File: src/rtl/i2c_master_engine_if.sv
// Command/response handshake and open-drain pad signals of the I2C bit engine.
// The engine connects through the slave modport; the front-end uses the master modport.
interface i2c_master_engine_if #(
    parameter int DIV_W = 16
);
    logic [DIV_W-1:0] clk_div;
    logic             cmd_valid;
    logic             cmd_ready;
    logic [1:0]       cmd_op;
    logic [7:0]       cmd_wdata;
    logic             cmd_nack;
    logic             rsp_valid;
    logic [7:0]       rsp_rdata;
    logic             rsp_ack;
    logic             rsp_err;
    logic             busy;
    logic             sda_i;
    logic             sda_oe;
    logic             scl_i;
    logic             scl_oe;

    modport master (
        output clk_div, cmd_valid, cmd_op, cmd_wdata, cmd_nack,
        input  cmd_ready, rsp_valid, rsp_rdata, rsp_ack, rsp_err, busy
    );

    modport slave (
        input  clk_div, cmd_valid, cmd_op, cmd_wdata, cmd_nack, sda_i, scl_i,
        output cmd_ready, rsp_valid, rsp_rdata, rsp_ack, rsp_err, busy, sda_oe, scl_oe
    );
endinterface

File: src/rtl/i2c_master_engine.sv
// Byte-oriented I2C master bit engine: START/STOP/WRITE/READ in four-quarter bit
// slots, open-drain SDA/SCL, slave clock stretching with timeout abort.
module i2c_master_engine #(
    parameter int DIV_W      = 16,
    parameter int TO_W       = 20,
    parameter bit STRETCH_EN = 1'b1
) (
    input  logic               clk,
    input  logic               reset,
    i2c_master_engine_if.slave bus
);
    typedef enum logic [2:0] {S_IDLE, S_START, S_BIT, S_STOP, S_DONE} state_t;
    localparam logic [1:0] OP_START = 2'd0, OP_STOP = 2'd1, OP_WRITE = 2'd2, OP_READ = 2'd3;

    state_t           r_state;
    logic [1:0]       r_q, r_op;
    logic [DIV_W-1:0] r_div, r_qcnt;
    logic [TO_W-1:0]  r_to;
    logic [3:0]       r_slot;
    logic [7:0]       r_sh, r_rdata;
    logic             r_nack, r_ack_cap, r_sda_oe, r_scl_oe;
    logic             r_rsp_valid, r_ack, r_err, r_busy;
    logic [1:0]       r_scl_s, r_sda_s;

    logic w_scl, w_sda, w_cnt_done, w_q1_wait, w_timeout;

    assign w_scl      = r_scl_s[1];
    assign w_sda      = r_sda_s[1];
    assign w_cnt_done = (r_qcnt == r_div);
    // Q1 may only end once SCL is really high, so a stretching slave holds us here.
    assign w_q1_wait  = STRETCH_EN && (r_q == 2'd1) && !w_scl;
    assign w_timeout  = w_cnt_done && w_q1_wait && (r_to == '1);

    assign bus.cmd_ready = (r_state == S_IDLE);
    assign bus.rsp_valid = r_rsp_valid;
    assign bus.rsp_rdata = r_rdata;
    assign bus.rsp_ack   = r_ack;
    assign bus.rsp_err   = r_err;
    assign bus.busy      = r_busy;
    assign bus.sda_oe    = r_sda_oe;
    assign bus.scl_oe    = r_scl_oe;

    always_ff @(posedge clk or posedge reset) begin
        if (reset) begin
            r_state     <= S_IDLE;
            r_q         <= 2'd0;
            r_op        <= 2'd0;
            r_div       <= '0;
            r_qcnt      <= '0;
            r_to        <= '0;
            r_slot      <= 4'd0;
            r_sh        <= 8'd0;
            r_rdata     <= 8'd0;
            r_nack      <= 1'b0;
            r_ack_cap   <= 1'b0;
            r_sda_oe    <= 1'b0;
            r_scl_oe    <= 1'b0;
            r_rsp_valid <= 1'b0;
            r_ack       <= 1'b0;
            r_err       <= 1'b0;
            r_busy      <= 1'b0;
            r_scl_s     <= 2'b11;
            r_sda_s     <= 2'b11;
        end else begin
            r_scl_s     <= {r_scl_s[0], bus.scl_i};
            r_sda_s     <= {r_sda_s[0], bus.sda_i};
            r_rsp_valid <= 1'b0;
            case (r_state)
                S_IDLE: if (bus.cmd_valid) begin
                    r_op      <= bus.cmd_op;
                    r_sh      <= bus.cmd_wdata;
                    r_nack    <= bus.cmd_nack;
                    r_div     <= bus.clk_div;
                    r_q       <= 2'd0;
                    r_qcnt    <= '0;
                    r_to      <= '0;
                    r_slot    <= 4'd0;
                    r_ack_cap <= 1'b0;
                    if (bus.cmd_op == OP_START) begin
                        r_state  <= S_START;
                        r_sda_oe <= 1'b0;
                        r_scl_oe <= r_busy;
                    end else if (!r_busy) begin
                        // No bus ownership: answer at once, only data ops are errors.
                        r_state     <= S_DONE;
                        r_rsp_valid <= 1'b1;
                        r_err       <= (bus.cmd_op != OP_STOP);
                        r_ack       <= 1'b0;
                        r_rdata     <= 8'd0;
                    end else if (bus.cmd_op == OP_STOP) begin
                        r_state  <= S_STOP;
                        r_scl_oe <= 1'b1;
                        r_sda_oe <= 1'b1;
                    end else begin
                        r_state  <= S_BIT;
                        r_scl_oe <= 1'b1;
                        r_sda_oe <= (bus.cmd_op == OP_WRITE) && !bus.cmd_wdata[7];
                    end
                end
                S_DONE: r_state <= S_IDLE;
                default: begin
                    if (w_timeout) begin
                        r_state     <= S_DONE;
                        r_rsp_valid <= 1'b1;
                        r_err       <= 1'b1;
                        r_ack       <= 1'b0;
                        r_rdata     <= 8'd0;
                        r_busy      <= 1'b0;
                        r_sda_oe    <= 1'b0;
                        r_scl_oe    <= 1'b0;
                    end else if (!w_cnt_done) begin
                        r_qcnt <= r_qcnt + 1'b1;
                    end else if (w_q1_wait) begin
                        r_to <= r_to + 1'b1;
                    end else begin
                        r_qcnt <= '0;
                        r_to   <= '0;
                        r_q    <= r_q + 2'd1;
                        case (r_q)
                            2'd0: r_scl_oe <= 1'b0;
                            2'd1: if (r_state == S_START) r_sda_oe <= 1'b1;
                            2'd2: begin
                                if (r_state == S_STOP) r_sda_oe <= 1'b0;
                                else                   r_scl_oe <= 1'b1;
                                if (r_state == S_BIT) begin
                                    if (r_slot[3]) r_ack_cap <= ~w_sda;
                                    else           r_sh      <= {r_sh[6:0], w_sda};
                                end
                            end
                            default: if (r_state == S_BIT && !r_slot[3]) begin
                                r_slot <= r_slot + 4'd1;
                                if (r_slot == 4'd7) r_sda_oe <= (r_op == OP_READ) && !r_nack;
                                else                r_sda_oe <= (r_op == OP_WRITE) && !r_sh[7];
                            end else begin
                                r_state     <= S_DONE;
                                r_rsp_valid <= 1'b1;
                                r_err       <= 1'b0;
                                r_busy      <= (r_state != S_STOP);
                                r_ack       <= (r_state == S_BIT && r_op == OP_WRITE) ? r_ack_cap : 1'b0;
                                r_rdata     <= (r_state == S_BIT && r_op == OP_READ) ? r_sh : 8'd0;
                            end
                        endcase
                    end
                end
            endcase
        end
    end
endmodule
File: src/flat_wrapper.sv
// flat-port wrapper written by rule: the top's interface ports become plain ports
module i2c_master_engine_flat 
#(
    parameter int DIV_W      = 16,
    parameter int TO_W       = 20,
    parameter bit STRETCH_EN = 1'b1
)
  (clk, reset, bus_clk_div, bus_cmd_valid, bus_cmd_op, bus_cmd_wdata, bus_cmd_nack, bus_sda_i, bus_scl_i, bus_cmd_ready, bus_rsp_valid, bus_rsp_rdata, bus_rsp_ack, bus_rsp_err, bus_busy, bus_sda_oe, bus_scl_oe);
  i2c_master_engine_if #(.DIV_W(DIV_W)) bus_i ();
  input  logic clk;
  input  logic reset;
  input wire logic [$bits(bus_i.clk_div)-1:0] bus_clk_div;
  input wire logic [$bits(bus_i.cmd_valid)-1:0] bus_cmd_valid;
  input wire logic [$bits(bus_i.cmd_op)-1:0] bus_cmd_op;
  input wire logic [$bits(bus_i.cmd_wdata)-1:0] bus_cmd_wdata;
  input wire logic [$bits(bus_i.cmd_nack)-1:0] bus_cmd_nack;
  input wire logic [$bits(bus_i.sda_i)-1:0] bus_sda_i;
  input wire logic [$bits(bus_i.scl_i)-1:0] bus_scl_i;
  output wire logic [$bits(bus_i.cmd_ready)-1:0] bus_cmd_ready;
  output wire logic [$bits(bus_i.rsp_valid)-1:0] bus_rsp_valid;
  output wire logic [$bits(bus_i.rsp_rdata)-1:0] bus_rsp_rdata;
  output wire logic [$bits(bus_i.rsp_ack)-1:0] bus_rsp_ack;
  output wire logic [$bits(bus_i.rsp_err)-1:0] bus_rsp_err;
  output wire logic [$bits(bus_i.busy)-1:0] bus_busy;
  output wire logic [$bits(bus_i.sda_oe)-1:0] bus_sda_oe;
  output wire logic [$bits(bus_i.scl_oe)-1:0] bus_scl_oe;
  assign bus_i.clk_div = bus_clk_div;
  assign bus_i.cmd_valid = bus_cmd_valid;
  assign bus_i.cmd_op = bus_cmd_op;
  assign bus_i.cmd_wdata = bus_cmd_wdata;
  assign bus_i.cmd_nack = bus_cmd_nack;
  assign bus_i.sda_i = bus_sda_i;
  assign bus_i.scl_i = bus_scl_i;
  assign bus_cmd_ready = bus_i.cmd_ready;
  assign bus_rsp_valid = bus_i.rsp_valid;
  assign bus_rsp_rdata = bus_i.rsp_rdata;
  assign bus_rsp_ack = bus_i.rsp_ack;
  assign bus_rsp_err = bus_i.rsp_err;
  assign bus_busy = bus_i.busy;
  assign bus_sda_oe = bus_i.sda_oe;
  assign bus_scl_oe = bus_i.scl_oe;
  i2c_master_engine #(.DIV_W(DIV_W), .TO_W(TO_W), .STRETCH_EN(STRETCH_EN)) u_core (.clk(clk), .reset(reset), .bus(bus_i));
endmodule
File: config.mk
export PLATFORM = sky130hd
export DESIGN_NAME = i2c_master_engine_flat
export DESIGN_NICKNAME = d
export VERILOG_FILES = /design/src/rtl/i2c_master_engine_if.sv /design/src/rtl/i2c_master_engine.sv /design/src/flat_wrapper.sv
export SDC_FILE = /design/constraint.sdc
export NUM_CORES = 1
export LEC_CHECK = 0
export ABC_AREA = 1
export CAP_MARGIN = 20
export CORE_MARGIN = 2
export CORE_UTILIZATION = 60
export CTS_BUF_LIST = sky130_fd_sc_hd__clkbuf_2 sky130_fd_sc_hd__clkbuf_4 sky130_fd_sc_hd__clkbuf_8
export CTS_CLUSTER_DIAMETER = 100
export DETAILED_ROUTE_END_ITERATION = 6
export PLACE_DENSITY = 0.82
export SLEW_MARGIN = 20
export SYNTH_ARGS = -nofsm -noshare
export SYNTH_HDL_FRONTEND = slang
export SYNTH_SLANG_ARGS = --single-unit
File: constraint.sdc
create_clock -name clk -period 3.3 [get_ports clk]
set_input_delay 0.33 -clock clk [delete_from_list [all_inputs] [get_ports clk]]
set_output_delay 0.33 -clock clk [all_outputs]
set_load 0.01 [all_outputs]
Yosys cells after proc, flatten, opt, wreduce, memory -nomap -nowiden
Cells that the tools add are included.
- add/subtract/negate cells: 4
- eq/ne operators: 37
- mux-type cells: 113
- bitwise logic cells: 3
- reductions and logical operators: 41
- operators by type and width (cell ; count):
    2-to-1 mux 8 bit ; 16
    2-to-1 mux 20 bit ; 4
    2-to-1 mux 16 bit ; 4
    2-to-1 mux 1 bit ; 56
    case mux 20 bit (2 select lines) ; 1
    case mux 16 bit (2 select lines) ; 1
    case mux 8 bit (2 select lines) ; 2
    2-to-1 mux 3 bit ; 8
    2-to-1 mux 4 bit ; 6
    AND reduction 8 bit ; 3
    adder 20 x 1 -> 20 bit (second input constant) ; 1
    equality test 20 bit (second input constant) ; 1
    adder 16 x 1 -> 16 bit (second input constant) ; 1
    equality test 16 bit ; 1
    AND reduction 5 bit ; 3
    inequality test 2 bit (second input constant) ; 7
    case mux 1 bit (2 select lines) ; 7
    AND reduction 7 bit ; 2
    inequality test 4 x 3 -> 1 bit (second input constant) ; 3
    nonzero test 2 bit ; 6
    logical AND 1 bit ; 9
    inequality test 3 x 2 -> 1 bit (second input constant) ; 3
    AND reduction 9 bit ; 1
    equality test 2 bit (second input constant) ; 4
    29 further kinds ; 48
- register bits after elaboration: 91
- bits of input ports: 32
- word-level logic and storage cells: 217

Longest topological paths before layout
- depth after elaboration: 9
- gate-level depth with buffers: 14

Worst setup path after synthesis
No wires, ideal clock.
- path kind: register to register
- start point: register u_core.r_q[1]
- end point: register u_core.r_qcnt[11]
- library setup time: 0.118 ns
- arrival time: 1.822 ns
- data required time: 3.182 ns
- setup slack: 1.359 ns
- stages on the path, launching flop included: 13
- buffers on the path: 1
- clock period less this slack: 1.941 ns
- path through: dfrtp_1 -> inv_1 -> ha_1 -> inv_2 -> nor2_4 -> clkinv_1 -> nor2_2 -> nand2_1 -> nand2_2 -> inv_2 -> buf_6 -> nand3_1 -> nand2_1
- word-level cells in the longest chain between the ends: 6
- RTL lines (item ; RTL line ; source):
    start: declaration ; i2c_master_engine.sv:16 ; logic [1:0] r_q, r_op;
    start signal: assignment ; i2c_master_engine.sv:118 ; r_q <= r_q + 2'd1;
    equality test 2 x 1 -> 1 bit * ; i2c_master_engine.sv:31 ; assign w_q1_wait = STRETCH_EN && (r_q == 2'd1) && !w_scl;
    logical AND 1 bit * ; i2c_master_engine.sv:31 ;
    logical AND 1 bit (2 in series) ; i2c_master_engine.sv:32 ; assign w_timeout = w_cnt_done && w_q1_wait && (r_to == '1);
    inequality test 2 bit (no line) ; - ;
    AND reduction 4 bit (no line) * ; - ;
    end signal: assignment ; i2c_master_engine.sv:112 ; r_qcnt <= r_qcnt + 1'b1;
    end: declaration ; i2c_master_engine.sv:17 ; logic [DIV_W-1:0] r_div, r_qcnt;
Every way passes the cells marked *; elsewhere a longest branch is shown, timed or not.
A chain may end at the register's enable or synchronous reset.

Final worst setup path
- start point: register u_core.r_qcnt[5]
- end point: register u_core.r_to[17]
- word-level cells in the longest chain between the ends: 5
- RTL lines (item ; RTL line ; source):
    equality test 16 bit * ; i2c_master_engine.sv:29 ; assign w_cnt_done = (r_qcnt == r_div);
    logical AND 1 bit (2 in series) ; i2c_master_engine.sv:32 ;
    inequality test 2 bit (no line) ; - ;
    AND reduction 4 bit (no line) * ; - ;
    end signal: assignment ; i2c_master_engine.sv:114 ; r_to <= r_to + 1'b1;
    end: declaration ; i2c_master_engine.sv:18 ; logic [TO_W-1:0] r_to;
Marked as above.

==> results.sh <==
export IMPL_crit_path_start_kind="register"
export IMPL_netlist_instances=694
export IMPL_cts_setup_buffers=0
export IMPL_die_y_microns=98.6
export IMPL_antenna_left=0
export IMPL_fin_skew_ns=0.0156
export IMPL_syn_to_final_growth_pct=12.9
export IMPL_p_clk_share_pct=16.6
export IMPL_final_cell_mix="nand2_1, dfrtp_1, nor2_1"
export IMPL_core_area_sq_um=8720
export IMPL_postSynthAreaPerCell_sq_um=7.74
export IMPL_dp_hpwl_microns=8900
export IMPL_crit_cells=13
export IMPL_pwr_share_comb_pct=46.1
export IMPL_io_pins=47
export IMPL_cp_end_kind="register"
export IMPL_start_util_pct=61.6
export IMPL_wl_microns=12400
export IMPL_htreeDepth=3
export IMPL_crit_path_frequent_cell="nand2_1"
export IMPL_cts_tree="yes"
export IMPL_worstReg2RegStart="u_core.r_qcnt[5]"
export IMPL_crit_family="simple AND/OR/NAND/NOR gates"
export IMPL_synth_top_area_share_pct=40.5
export IMPL_die_area_sq_um=9730
export IMPL_syn_nets=733
export IMPL_drive_gt1_share_pct=11.9
export IMPL_fp_dieW_microns=98.6
export IMPL_report_final_slew_viol_count=0
export IMPL_synth_ff_type="dfrtp_1"
export IMPL_p_sw_uw=1960
export IMPL_synth_distinct_cells=45
export IMPL_antenna_cells=0
export IMPL_avgViaCountPerCell=5.50
export IMPL_p_total_uw=4360
export IMPL_rsz0062_at_grt="false"
export IMPL_synth_area_leaders="dfrtp_1, nand2_1, nor2_1, inv_1, xor2_1"
export IMPL_max_stage_delay_ns=0.67
export IMPL_placement_io_buffers=46
export IMPL_vias=4665
export IMPL_finalHoldWorstSlack_ns=0.360
export IMPL_async_flop_share_pct=100
export IMPL_seq_area_frac_synth_pct=42.5
export IMPL_cp_num_buf_inv=2
export IMPL_grt_max_degree=54
export IMPL_regToRegSetupSlack_ns=0.54
export IMPL_p_per_area_nw_per_um2=719
export IMPL_synth_edff_count=0
export IMPL_crit_arrival_ns=3.00
export IMPL_crit_chain="inv_2 -> nand2_1 -> nand2_1 -> nor2_1 -> nand2_1 -> nor2_4 -> nand2_4 -> nand2_4 -> nand2_4 -> nor2_4 -> inv_1 -> nand2_1 -> o21ai_0"
export IMPL_clk_pin_slew_worst_paths_ns=0.10
export IMPL_wl_per_cell_microns=14.6
export IMPL_drc_errors=0
export IMPL_grt_pass1_wl_microns=21500
export IMPL_p_int_uw=2400
export IMPL_drt_first_pass_iters=5
export IMPL_fmax_mhz=362
export IMPL_antenna_found_initial=0
export IMPL_worstMarginPinSlew_ns=0.857
export IMPL_grt_usage_pct=26.8
export IMPL_mostFrequentLayoutCell="nand2_1"
export IMPL_p_seq_share_pct=37.3
export IMPL_fin_tns_setup_ns=0
export IMPL_cts_root_buf="clkbuf_8"
export IMPL_status="finished clean"
export IMPL_reg2reg_depth=13
export IMPL_synth_seq_cells=91
export IMPL_grt_pass1_vias=4539
export IMPL_num_rows=34
export IMPL_fin_crit_ns=2.76
export IMPL_cts_hold_buf=0
export IMPL_grt_overflow=0
export IMPL_synth_top_cell_by_area="dfrtp_1"
export IMPL_cts_buffers=9
export IMPL_cts_resized=0
export IMPL_clockBufferDepth=2
export IMPL_cap_violations=0
export IMPL_nets=775
export IMPL_cts_sinks=91
export IMPL_path_class="register to register"
export IMPL_r2r_end="u_core.r_to[17]"
export IMPL_ir_drop_mv=0.343
export IMPL_hold_class="input pin to async pin"
export IMPL_required_ns=3.53
export IMPL_hold_violations=0
export IMPL_clock_latency_ns=0.36
export IMPL_crit_fanout=29
export IMPL_slowest_stage="nor2_4"
export IMPL_syn_area_sq_um=5370
export IMPL_relSlewSlack_pct=42.7
export IMPL_netSwitchingFraction_pct=44.9
export IMPL_place_gp_congestion=0.971
export IMPL_drt_initial_drc_count=256
export IMPL_ys_warn_count=0
export IMPL_p_leak_uw=0.00271
export IMPL_finalSetupViolCount=0
export IMPL_fin_crit_sh_pct=83.8
## worst register-to-register path, stage by stage (launching register included)
cell     delay [ns]
dfrtp_1        0.47
inv_2          0.09
nand2_1        0.07
nand2_1        0.04
nor2_1         0.09
nand2_1        0.11
nor2_4         0.18
nand2_4        0.11
nand2_4        0.10
nand2_4        0.07
nor2_4         0.68
inv_1          0.41
nand2_1        0.14
o21ai_0        0.08
## stage by stage
stage | area [sq um] | utilization, % | std cells | setup WS, ns
floorplan | 5370 | - | 694 | 0.613
global placement | 5890 | 67.5 | 833 | 0.649
detailed placement | 5890 | 67.5 | 833 | 0.574
CTS | 6070 | 69.6 | 848 | 0.557
global route | 6070 | 69.6 | 848 | 0.275
finish | 6070 | 69.6 | 848 | 0.536
## per-layer routing
layer	vias to the layer above	global-route usage, %	part of all wire [%]
li1	2329	-	-
met1	2185	36.9	45
met2	129	44.9	48
met3	22	3.83	5.2
met4	0	7.06	1.5
met5	-	0	0
## cells in the mapped netlist (4+ instances only)
library cell    n
o22ai_1         7
nand2_1       167
nor2_1         77
nor3_1         23
dfstp_2         4
xor2_1         23
clkbuf_1        8
o21ai_2        20
dfrtp_1        87
nand4_1        22
nand2_2         5
nand3_1        39
inv_1          75
ha_1            7
nor2_4          9
nor2_2          6
inv_2           8
a21oi_1        33
o21ai_1         5
o21ai_0        25
## kinds of logic (layout without fill, tap and decap cells)
logic type,after synthesis,count (layout),share of synthesized area [%]
and+or+nand+nor,367,367,31.9
adders and majority gates,7,7,1.63
buffers and inverters,105,151,8.50
DFF,91,91,42.5
xor gates and xnor gates,23,23,3.75
AOI/OAI and AO/OA,98,98,11.1
muxes,3,3,0.629
## registers in the layout, summed over array words and instances, names as in the netlist, 2 cells and up
signal,count
u_core.bus.rsp_rdata,8
u_core.r_div,16
u_core.r_op,2
u_core.r_q,2
u_core.r_qcnt,16
u_core.r_scl_s,2
u_core.r_sda_s,2
u_core.r_sh,8
u_core.r_slot,4
u_core.r_state,3
u_core.r_to,20
## how the worst max path moves through the flow
| stage | from | end |
|---|---|---|
| detailed placement | u_core.r_q[1] | u_core.r_state[2] |
| global route | u_core.r_q[1] | u_core.bus.rsp_rdata[5] |
| floorplan | reset | u_core.bus.busy |
| finish | u_core.r_qcnt[5] | u_core.r_to[17] |
| CTS | u_core.r_qcnt[5] | u_core.r_to[17] |
| global placement | u_core.r_state[0] | u_core.r_to[17] |
## final cells by class
class,instances,area (sq um)
well taps,108,135
repair buffers,51,510
inverters,85,323
fillers,710,2660
clock buffers,10,138
flip-flops and latches,91,2280
multi-input cells,498,2640
clock inverters,5,42.5
## power groups by stage
| stage | combinational (uW) | clock, uW | sequential (uW) |
|---|---|---|---|
| after floorplan | 1520 | 0 | 1630 |
| after global placement | 1960 | 0 | 1630 |
| after detailed placement | 2000 | 0 | 1650 |
| after CTS | 2010 | 745 | 1630 |
| after global routing | 2250 | 784 | 1670 |
| final | 2010 | 724 | 1630 |
(Power assumes the default switching activity.)
